--- src/rtl/game_sequencer.sv ---
// Round controller for the guitar game: countdown, play, judging, score/lives.
// Optional pause on start button in PLAY when GAME_SEQUENCER_PAUSE_EN is defined.
module game_sequencer #(
    parameter int TICKS_PER_STEP = 100_000_000,
    parameter int COUNT_STEPS    = 3,
    parameter int MAX_LIVES      = 5,
    parameter int COMBO_PER_MULT = 8,
    parameter int MAX_MULT       = 4,
    parameter int SCORE_MAX      = 9999
) (
    input  logic        clk,
    input  logic        reset,
    input  logic        start,
    input  logic        note_tick,
    input  logic [3:0]  hit_lane,
    input  logic [3:0]  buttons,
    input  logic        song_done,
    output logic        music_en,
    output logic        shifter_en,
    output logic [13:0] score,
    output logic [7:0]  combo,
    output logic [2:0]  mult,
    output logic [2:0]  lives,
    output logic [1:0]  countdown,
    output logic [2:0]  state_o,
    output logic        game_over
);

    localparam int TW = (TICKS_PER_STEP > 1) ? $clog2(TICKS_PER_STEP) : 1;

    typedef enum logic [2:0] {
        S_IDLE  = 3'd0,
        S_COUNT = 3'd1,
        S_PLAY  = 3'd2,
        S_PAUSE = 3'd3,
        S_OVER  = 3'd4
    } state_t;

    state_t        state;
    state_t        next;
    logic          start_q;
    logic          rise_q;
    logic [TW-1:0] timer;
    logic          match;

    logic          step_wrap;
    logic          judge;
    logic          lane_eq;
    logic          hit;
    logic          miss;
    logic [8:0]    m_raw;
    logic [14:0]   sum;
    logic [13:0]   sum_sat;

    assign step_wrap = (timer == TW'(TICKS_PER_STEP - 1));
    assign judge     = (state == S_PLAY) && note_tick && (hit_lane != 4'd0);
    assign lane_eq   = (hit_lane != 4'd0) && (buttons == hit_lane);
    assign hit       = match | lane_eq;
    assign miss      = judge && !hit;

    // Multiplier follows the registered combo, so a judge uses the old value.
    assign m_raw = 9'(combo / COMBO_PER_MULT) + 9'd1;
    assign mult  = (m_raw > 9'(MAX_MULT)) ? 3'(MAX_MULT) : m_raw[2:0];

    assign sum     = {1'b0, score} + {12'd0, mult};
    assign sum_sat = (sum > 15'(SCORE_MAX)) ? 14'(SCORE_MAX) : sum[13:0];

    always_ff @(posedge clk) begin
        if (!reset) state <= S_IDLE;
        else        state <= next;
    end

    always_comb begin
        next = state;
        unique case (state)
            S_IDLE:  if (rise_q) next = S_COUNT;
            S_COUNT: if (step_wrap && countdown <= 2'd1) next = S_PLAY;
            S_PLAY: begin
                if (song_done || lives == 3'd0 || (miss && lives <= 3'd1))
                    next = S_OVER;
`ifdef GAME_SEQUENCER_PAUSE_EN
                else if (rise_q)
                    next = S_PAUSE;
`endif
            end
`ifdef GAME_SEQUENCER_PAUSE_EN
            S_PAUSE: if (rise_q) next = S_PLAY;
`endif
            S_OVER:  if (rise_q) next = S_IDLE;
            default: next = S_IDLE;
        endcase
    end

    always_comb begin
        music_en   = (state == S_PLAY);
        shifter_en = (state == S_PLAY);
        game_over  = (state == S_OVER);
        state_o    = state;
    end

    always_ff @(posedge clk) begin
        if (!reset) begin
            start_q   <= 1'b0;
            rise_q    <= 1'b0;
            timer     <= '0;
            countdown <= 2'd0;
            score     <= 14'd0;
            combo     <= 8'd0;
            lives     <= 3'(MAX_LIVES);
            match     <= 1'b0;
        end else begin
            start_q <= start;
            rise_q  <= start & ~start_q;
            unique case (state)
                S_IDLE: begin
                    if (rise_q) begin
                        score     <= 14'd0;
                        combo     <= 8'd0;
                        lives     <= 3'(MAX_LIVES);
                        countdown <= 2'(COUNT_STEPS);
                        timer     <= '0;
                        match     <= 1'b0;
                    end
                end
                S_COUNT: begin
                    if (step_wrap) begin
                        timer     <= '0;
                        countdown <= countdown - 2'd1;
                    end else begin
                        timer <= timer + TW'(1);
                    end
                end
                S_PLAY: begin
                    if (note_tick) begin
                        match <= 1'b0;
                        if (judge && hit) begin
                            score <= sum_sat;
                            if (combo != 8'hFF) combo <= combo + 8'd1;
                        end else if (miss) begin
                            combo <= 8'd0;
                            if (lives != 3'd0) lives <= lives - 3'd1;
                        end
                    end else if (lane_eq) begin
                        match <= 1'b1;
                    end
                end
                default: ;
            endcase
        end
    end

endmodule
--- config.mk ---
export PLATFORM = sky130hd
export DESIGN_NAME = game_sequencer
export DESIGN_NICKNAME = d
export VERILOG_FILES = /design/src/rtl/game_sequencer.sv
export SDC_FILE = /design/constraint.sdc
export NUM_CORES = 1
export LEC_CHECK = 0
export BUFFER_PORTS_ARGS = -buffer_cell sky130_fd_sc_hd__clkbuf_2
export CAP_MARGIN = 20
export CELL_PAD_IN_SITES_DETAIL_PLACEMENT = 0
export CELL_PAD_IN_SITES_GLOBAL_PLACEMENT = 1
export CORE_UTILIZATION = 46
export CTS_BUF_LIST = sky130_fd_sc_hd__clkbuf_16
export DETAILED_ROUTE_END_ITERATION = 12
export PLACE_DENSITY_LB_ADDON = 0.1
export REMOVE_ABC_BUFFERS = 1
export SYNTH_ARGS = -nofsm -noshare
export SYNTH_HDL_FRONTEND = slang
export SYNTH_SLANG_ARGS = --single-unit
--- constraint.sdc ---
create_clock -name clk -period 9.12 [get_ports clk]
set_input_delay 0.912 -clock clk [delete_from_list [all_inputs] [get_ports clk]]
set_output_delay 0.912 -clock clk [all_outputs]
set_load 0.02 [all_outputs]
== Word level (Yosys, flattened, before mapping) ==
Cells that the tools add are included.

* Register bits after elaboration: 60
* Bits of input ports: 13
* Word-level logic and storage cells: 97

* Add/sub/neg operators: 6
* $lt $le $gt $ge: 4
* Equal/unequal tests: 19
* Mux-type cells: 33
* Bitwise logic cells: 3
* Reduce and logical (&&, ||, !) cells: 23

{| class="wikitable"
|+ Operators by type and width
! operator !! number
|-
| two-way mux 14 bit || 4
|-
| two-way mux 27 bit || 2
|-
| one-hot mux 27 bit (2 select lines) || 1
|-
| two-way mux 8 bit || 5
|-
| two-way mux 3 bit || 10
|-
| one-hot mux 14 bit (2 select lines) || 1
|-
| adder 27 x 1 -> 27 bit, second input constant || 1
|-
| equality test 27 bit, second input constant || 1
|-
| one-hot mux 8 bit (2 select lines) || 1
|-
| adder 14 x 3 -> 15 bit || 1
|-
| > comparator 15 x 14 -> 1 bit, second input constant || 1
|-
| one-hot mux 3 bit (4 select lines) || 1
|-
| != test 2 x 1 -> 1 bit, second input constant || 5
|-
| != test 2 bit, second input constant || 5
|-
| adder 8 x 1 -> 8 bit, second input constant || 1
|-
| != test 8 bit, second input constant || 1
|-
| AND reduction 4 bit || 2
|-
| logical AND 1 bit || 7
|-
| adder 5 x 1 -> 6 bit, second input constant || 1
|-
| > comparator 6 x 3 -> 1 bit, second input constant || 1
|-
| zero test 3 bit || 2
|-
| != test 3 x 2 -> 1 bit, second input constant || 2
|-
| one-hot mux 3 bit (2 select lines) || 1
|-
| AND reduction 3 bit || 2
|-
| 24 further kinds || 29
|}

== Depth between registers and ports, before layout ==
Gate-level depths: netlist of run 1.

* Depth in word-level cells: 9
* Gate-level depth with buffers: 15
* Gate-level depth less buffers: 15

== Least setup slack after synthesis of run 1 ==
No wires, ideal clock.

* Kind: reg2reg
* Start point: register combo[3]
* End point: register score[12]
* Library setup time: 0.087 ns
* Data arrival time: 3.933 ns
* Data required time: 9.033 ns
* Path slack: 5.100 ns
* Stages on the path, launching flop included: 16
* Buffers on the path: 0
* Period minus slack after synthesis: 4.020 ns
* Cells stage by stage: dfxtp_1 -> ha_1 -> xnor2_1 -> o221ai_1 -> nor2_1 -> ha_1 -> inv_1 -> fa_1 -> nor2b_1 -> nor2_1 -> nor3_1 -> mux2i_1 -> a31oi_1 -> a2111o_1 -> or3_1 -> o31ai_1

* Cells in the longest elaborated chain, start to end: 9

{| class="wikitable"
|+ RTL lines
! element !! RTL line !! source
|-
| from (decl) || 21 || <nowiki>output logic [7:0] combo,</nowiki>
|-
| from (signal assigned) || 138 || <nowiki>if (combo != 8'hFF) combo <= combo + 8'd1;</nowiki>
|-
| adder 5 x 1 -> 6 bit (*) || 62 || <nowiki>assign m_raw = 9'(combo / COMBO_PER_MULT) + 9'd1;</nowiki>
|-
| > comparator 6 x 3 -> 1 bit || 63 || <nowiki>assign mult = (m_raw > 9'(MAX_MULT)) ? 3'(MAX_MULT) : m_raw[2:0];</nowiki>
|-
| two-way mux 3 bit (*) || 63 ||
|-
| named net mult[0] || 22 || <nowiki>output logic [2:0] mult,</nowiki>
|-
| adder 14 x 3 -> 15 bit (*) || 65 || <nowiki>assign sum = {1'b0, score} + {12'd0, mult};</nowiki>
|-
| > comparator 15 x 14 -> 1 bit || 66 || <nowiki>assign sum_sat = (sum > 15'(SCORE_MAX)) ? 14'(SCORE_MAX) : sum[13:0];</nowiki>
|-
| two-way mux 14 bit (*) || 66 ||
|-
| two-way mux 14 bit (*) || 136 || <nowiki>if (judge && hit) begin</nowiki>
|-
| two-way mux 14 bit (*) || 134 || <nowiki>if (note_tick) begin</nowiki>
|-
| one-hot mux 14 bit (2 select lines) (*) || 114 || <nowiki>unique case (state)</nowiki>
|-
| to (signal assigned) || 137 || <nowiki>score <= sum_sat;</nowiki>
|-
| to (decl) || 20 || <nowiki>output logic [13:0] score,</nowiki>
|}

The timed path passes the listed nets; every way through them passes the cells marked *. The select of a mux whose other input is x is not followed.
A chain may end at the register's enable or synchronous reset.

== Worst setup path after layout of run 1 ==
* Start point: register combo[3]
* End point: register score[12]

* Cells in the longest elaborated chain, start to end: 9

{| class="wikitable"
|+ RTL lines
! element !! RTL line
|-
| adder 5 x 1 -> 6 bit (*) || 62
|-
| > comparator 6 x 3 -> 1 bit || 63
|-
| two-way mux 3 bit (*) || 63
|-
| adder 14 x 3 -> 15 bit (*) || 65
|-
| > comparator 15 x 14 -> 1 bit || 66
|-
| two-way mux 14 bit (*) || 66
|-
| two-way mux 14 bit (*) || 136
|-
| two-way mux 14 bit (*) || 134
|-
| one-hot mux 14 bit (2 select lines) (*) || 114
|}

Every way passes the cells marked *; elsewhere a longest branch is shown, timed or not. The select of a mux whose other input is x is not followed.

==> results of run 1 <==
## area by class of cell
cell class	count	share of cell area
inverter	14	0.0126
clock inverter	6	0.0192
clock buffer	9	0.0540
sequential	60	0.288
timing repair buffer	51	0.0630
tap	99	0.0297
multi-input combinational	369	0.533
## per-layer routing
| metal | track usage | wire length [um] | vias to the layer above |
|---|---|---|---|
| met5 | 0 | 0 | - |
| met4 | 0.0574 | 71 | 0 |
| met3 | 0.0508 | 316 | 7 |
| met2 | 0.360 | 4090 | 72 |
| met1 | 0.276 | 4080 | 1590 |
| li1 | - | - | 1788 |
## flip-flops by register name, summed over array words and instances, names as in the netlist
register and cells:
timer 27, score 14, combo 8, lives 3, state_o 3, countdown 2, match 1, rise_q 1
start_q 1
## metrics by stage
| step | area, sq um | std cells |
|---|---|---|
| 6_report | 4170 | 608 |
| 5_1_grt | 4170 | 608 |
| 4_1_cts | 4170 | 608 |
| 3_5_place_dp | 3860 | 593 |
| 3_3_place_gp | 3860 | 593 |
| 2_1_floorplan | 3460 | 443 |
## logic make-up after synthesis
kind of cell               share of synthesized area
muxes                                         0.0113
buffers and inverters                         0.0371
AOI/OAI and AO/OA                              0.243
adders and majority gates                     0.0445
and+or+nand+nor                                0.290
DFF                                            0.339
xor gates and xnor gates                      0.0346
## worst register-to-register path, delay by kind of cell (launching register included)
| family | cells | cell delay (ns) |
|---|---|---|
| compound gates | 4 | 0.77 |
| xor+xnor | 1 | 0.16 |
| fa+ha+maj | 3 | 0.94 |
| buf+inv | 1 | 0.07 |
| flops | 1 | 0.45 |
| mux | 1 | 0.28 |
| simple gates | 5 | 1.32 |
## synth_stat cells (all sizes together), types with 2 or more instances
cell type	count	area (sq um)
a211oi	4	30.0
a21boi	2	15.0
a21o	3	22.5
a21oi	39	195
a22oi	2	15.0
a311oi	9	78.8
a31oi	13	81.3
a41oi	4	35.0
and2	6	37.5
and3	14	87.6
and4	2	20.0
buf	4	22.5
clkbuf	15	56.3
dfxtp	60	1200
ha	11	138
inv	14	52.6
mux2i	4	40.0
nand2	49	189
nand2b	3	18.8
nand3	17	90.1
nand3b	4	30.0
nand4	3	18.8
nand4b	3	26.3
nor2	69	262
nor2b	3	18.8
nor3	13	70.1
nor3b	2	15.0
nor4	6	52.6
nor4b	3	26.3
o211a	2	20.0
o21a	4	30.0
o21ai	31	166
o21bai	4	30.0
o31ai	2	15.0
o32ai	2	17.5
or3	6	37.5
or4	2	18.8
xnor2	6	52.6
xor2	8	70.1
## path summary, 6_finish.rpt
kind,startpoint,end,cells past startpoint
worst max register to register,combo[3]$_SDFFE_PN0P_,score[12]$_SDFFE_PN0P_,15
worst min-delay path,start_q$_SDFF_PN0_,rise_q$_SDFF_PN0_,1
worst min register to register,start_q$_SDFF_PN0_,rise_q$_SDFF_PN0_,1
worst max-delay path,combo[3]$_SDFFE_PN0P_,score[12]$_SDFFE_PN0P_,15
## power by group through the flow
stage	combinational [uW]	clock, uW	sequential [uW]
floorplan	24.3	0	275
global route	45.5	369	268
detailed placement	41.0	0	273
CTS	41.3	359	268
global placement	40.5	0	273
finish	40.5	350	268
==> impl_metrics.toml, run 1 <==
[clocking]
clk_pin_slew_ns = 0.05
clock_latency_ns = 0.32
cts_tree = "done"
hold_buffers = 0
cts_htree_levels = 3
cts.sinks = 60
cts_setup_buffers = 0
ctsRootBufferMaster = "clkbuf_16"
postCtsResizedCells = 0
cts.path.max_buffers = 2
cts_inserted_buffers = 9

[place]
place.gp.congestion = 0.920
io_buffers = 48
pre_cts_slack_ns = 5.09
hpwl_um = 6150

[sta]
fin_tns_setup_ns = 0
timing.hold.ws_ns = 0.409
rsz0062_at_grt = "no"
fin_skew_ns = 0.00587
final_hold_viol_count = 0
slew_violations = 0
fmax_mhz = 245
post-route-period-util = 0.448
setup_viol = 0
worst_slew_pin_slew_ns = 0.706
slew_headroom = 0.523
fin_ws_ns = 5.03
min_period_ns = 4.09

[final_layout]
fin_nets = 530
syn2layout_area_growth_pct = 17.6
final_cell_mix = "68 x nor2_1, 60 x dfxtp_1, 48 x clkbuf_2, 47 x nand2_1, 39 x a21oi_1"
n_antenna_cell = 0
drive_gt1_frac = 0.153
nFillCells = 721
multi_input_area_sq_um = 2220
final_common_cell = "nor2_1"
area.sequential_sq_um = 1200
post-route-util = 0.569

[pwr]
p_int_uw = 513
p_total_uw = 658
peakVddDrop_mv = 0.0860
seqPwrFrac = 0.407
powerDensity_nw_per_um2 = 158
p_leak_uw = 0.00164
switching_share = 0.220
net-switching-power_uw = 145
power_frac_clock = 0.532
pwr-share-comb = 0.062

[drt]
drtIter0Drc = 93
vias_per_cell = 5.69
route.detailed.drc = 0
drt_pre_antenna_iters = 4
wire_per_inst_um = 14.1
ant_nets = 0
vias = 3457
routed_wirelength_um = 8560

[yosys]
ys_async_sr_fraction = 0
netlist_area_sq_um = 3540
ys_seq_area_frac = 0.339
syn_inst = 462
yosysWarningCount = 0
syn_area_per_cell_sq_um = 7.67
synth_seq_cells = 60
synth.distinct_cells = 64
synth_edf_count = 0
synth_ff_type = "dfxtp_1"

[setup_path]
path_delay_family = "simple AND/OR/NAND/NOR gates"
critical_path_buf_inv_count = 1
path_max_fanout = 7
critical-path-max-stage-delay_ns = 0.47
arrival_ns = 4.32
path_cells = "ha_1 -> xnor2_1 -> o221ai_1 -> nor2_1 -> ha_1 -> inv_1 -> fa_1 -> nor2b_1 -> nor2_1 -> nor3_1 -> mux2i_1 -> a31oi_1 -> a2111o_1 -> or3_1 -> o31ai_1"
start_kind = "flip-flop"
crit_required_ns = 9.36
crit_type = "reg -> reg"
crit_path_end_kind = "flip-flop"
crit_slowest_cell = "fa_1"
reg2reg_slack_ns = 5.03

[grt]
grt_pass1_wl_um = 14200
first_global_vias = 3019
grt_start_max_net_pins = 34
grt.overflow.total = 0
antenna_found_initial = 0
track_usage = 0.215

[die]
io_pins = 49
start_util = 0.483
die_area_sq_um = 8060
design.core.area_sq_um = 7330
die_w_um = 89.8
fp.dieH_um = 89.8
row_count = 31

[min_path]
holdCritPathClass = "reg -> reg"

[outcome]
status = "finished clean"

[flow_run]
drv_cap = 0
Power figures use the tool's default switching activity.
==> run 2, diff against run 1 <==
--- a/config.mk
+++ b/config.mk
@@ -9,7 +9,7 @@
 export CAP_MARGIN = 20
 export CELL_PAD_IN_SITES_DETAIL_PLACEMENT = 0
 export CELL_PAD_IN_SITES_GLOBAL_PLACEMENT = 1
-export CORE_UTILIZATION = 46
+export CORE_UTILIZATION = 42
 export CTS_BUF_LIST = sky130_fd_sc_hd__clkbuf_16
 export DETAILED_ROUTE_END_ITERATION = 12
 export PLACE_DENSITY_LB_ADDON = 0.1
==> constraint.sdc (replaced) <==
create_clock -name clk -period 4.1 [get_ports clk]
set_input_delay 0.41 -clock clk [delete_from_list [all_inputs] [get_ports clk]]
set_output_delay 0.41 -clock clk [all_outputs]
set_load 0.02 [all_outputs]
==> run 2 against run 1 <==
  * Core utilization down 5.9 points
  * First-iteration DRC count up 48%
  * Sequential power up 120%
  * Largest power group unchanged
  * Routed wire length up 2.7%
  * Combinational power up 120%
  * Via count up 1.2%
  * Highest routed layer unchanged
  * Sequential cell count unchanged
  * Final cell count up 1.2%
  * Maximum frequency up 7.4%
  * Sequential share of layout area up 0.073 points
==> impl_metrics.toml, run 2 (synthesis gave the netlist of run 1 again) <==
[outcome]
status = "finished clean"

[clocking]
cts_setup_buffers = 0
cts.path.max_buffers = 2
hold_buffers = 0
cts_htree_levels = 3
cts_tree = "done"
clk_pin_slew_ns = 0.05
cts_inserted_buffers = 9
clock_latency_ns = 0.32
cts.sinks = 60
ctsRootBufferMaster = "clkbuf_16"

[final_layout]
final_common_cell = "nor2_1"
nFillCells = 811
fin_nets = 531
drive_gt1_frac = 0.157
multi_input_area_sq_um = 2230
top_regs = "timer: 27 flops, score: 14 flops, combo: 8 flops"
n_antenna_cell = 0
final_area_sq_um = 4160
largest_register_ffs = 27
syn2layout_area_growth_pct = 17.4
area.sequential_sq_um = 1200
final_cell_mix = "68 x nor2_1, 59 x dfxtp_1, 48 x clkbuf_2, 47 x nand2_1, 39 x a21oi_1"
max_flop_register = "timer"

[pwr]
p_leak_uw = 0.00165
peakVddDrop_mv = 0.169
powerDensity_nw_per_um2 = 335

[sta]
min_period_ns = 3.81
worst_slew_pin_slew_ns = 0.983
setup_viol = 0
timing.hold.ws_ns = 0.351
fin_tns_setup_ns = 0
final_hold_viol_count = 0
slew_headroom = 0.344
slew_violations = 0
rsz0062_at_grt = "no"
fmax_mhz = 263
post-route-period-util = 0.928
fin_skew_ns = 0.00714

[die]
design.core.area_sq_um = 8180
die_area_sq_um = 8810
io_pins = 49
die_w_um = 93.9
start_util = 0.433
row_count = 33
fp.dieH_um = 93.9

[setup_path]
path_max_fanout = 6
path_cells = "ha_1 -> xnor2_1 -> o221ai_1 -> nor2_1 -> ha_1 -> inv_1 -> fa_1 -> nor2b_2 -> o21ai_1 -> a311oi_1 -> o32ai_1 -> a2111o_1 -> or3_1 -> o31ai_1"
crit_type = "reg -> reg"
critical-path-max-stage-delay_ns = 0.46
r2r-start = "combo[4]$_SDFFE_PN0P_"
startpoint = "combo[4]$_SDFFE_PN0P_"
crit_slowest_cell = "a2111o_1"
arrival_ns = 4.04
crit_required_ns = 4.33
path_delay_family = "compound AO/OA/AOI/OAI gates"
crit_path_end_kind = "flip-flop"
critical_path_buf_inv_count = 1
start_kind = "flip-flop"
crit_top_cell = "ha_1"

[grt]
first_global_vias = 3091
grt_use_met2 = 0.349
grt_start_max_net_pins = 30
grt_util_met3 = 0.0372
grt.overflow.total = 0
busiest_layer = "met2"
track_usage = 0.208
antenna_found_initial = 0
grt_pass1_wl_um = 14600
grtUsageMet1 = 0.269

[drt]
ant_nets = 0
vias = 3498
wire_per_inst_um = 14.3
vias_per_cell = 5.69
drt_pre_antenna_iters = 4
routed_wirelength_um = 8790
route.detailed.drc = 0
drtIter0Drc = 138

[place]
place.gp.congestion = 0.897
dpl_cell_area_sq_um = 3880
hpwl_um = 6230
io_buffers = 48

[min_path]
holdCritPathClass = "in -> reg"
min_from = "start"

[flow_run]
drv_cap = 0
[run 2: cell count changes in the layout (fill, tap and decap cells not counted), sizes merged]
| cell | before | now |
|---|---|---|
| inv | 14 | 17 |
| clkinv | 3 | 2 |
| clkinvlp | 1 | 0 |
| buf | 3 | 4 |
| bufinv | 2 | 1 |
[run 2: layer usage]
layer  up-vias  part of all wire
li1       1778                 -
met3        10             0.034
met5         -                 0
met1      1649              0.49
met2        61              0.46
met4         0             0.015
[run 2: metrics by stage]
step | power, uW | cells | util | setup WS (ns)
after floorplan | 665 | 443 | - | 0.0690
after global placement | 699 | 600 | 0.474 | 0.333
after detailed placement | 699 | 600 | 0.474 | 0.156
after CTS | 1410 | 615 | 0.508 | 0.132
after global routing | 1450 | 615 | 0.509 | 0.0107
final | 1390 | 615 | 0.509 | 0.295
[run 2: what timing repair did]
action | in CTS | in global routing
hold endpoints to repair | 0 | 0
setup endpoints to repair | 0 | 11
gates resized for setup | 0 | 3
[run 2: worst paths after layout]
path	end	cells after the start	slack [ns]
worst min-delay path	start_q$_SDFF_PN0_	2	0.35
worst min register to register	rise_q$_SDFF_PN0_	1	0.38
worst max-delay path	score[12]$_SDFFE_PN0P_	14	0.29
worst max register to register	score[12]$_SDFFE_PN0P_	14	0.29
[run 2: power by group]
part	switching (uW)	internal, uW
Combinational	60.3	30.2
Sequential	6.27	590
Clock	250	456
Total	317	1080
[run 2: cell type report]
type	instances	share of cell area
Clock inverter	6	0.0120
Inverter	14	0.0126
Timing Repair Buffer	52	0.0649
Tap cell	105	0.0316
Clock buffer	9	0.0541
Multi-Input combinational cell	369	0.536
Sequential cell	60	0.289
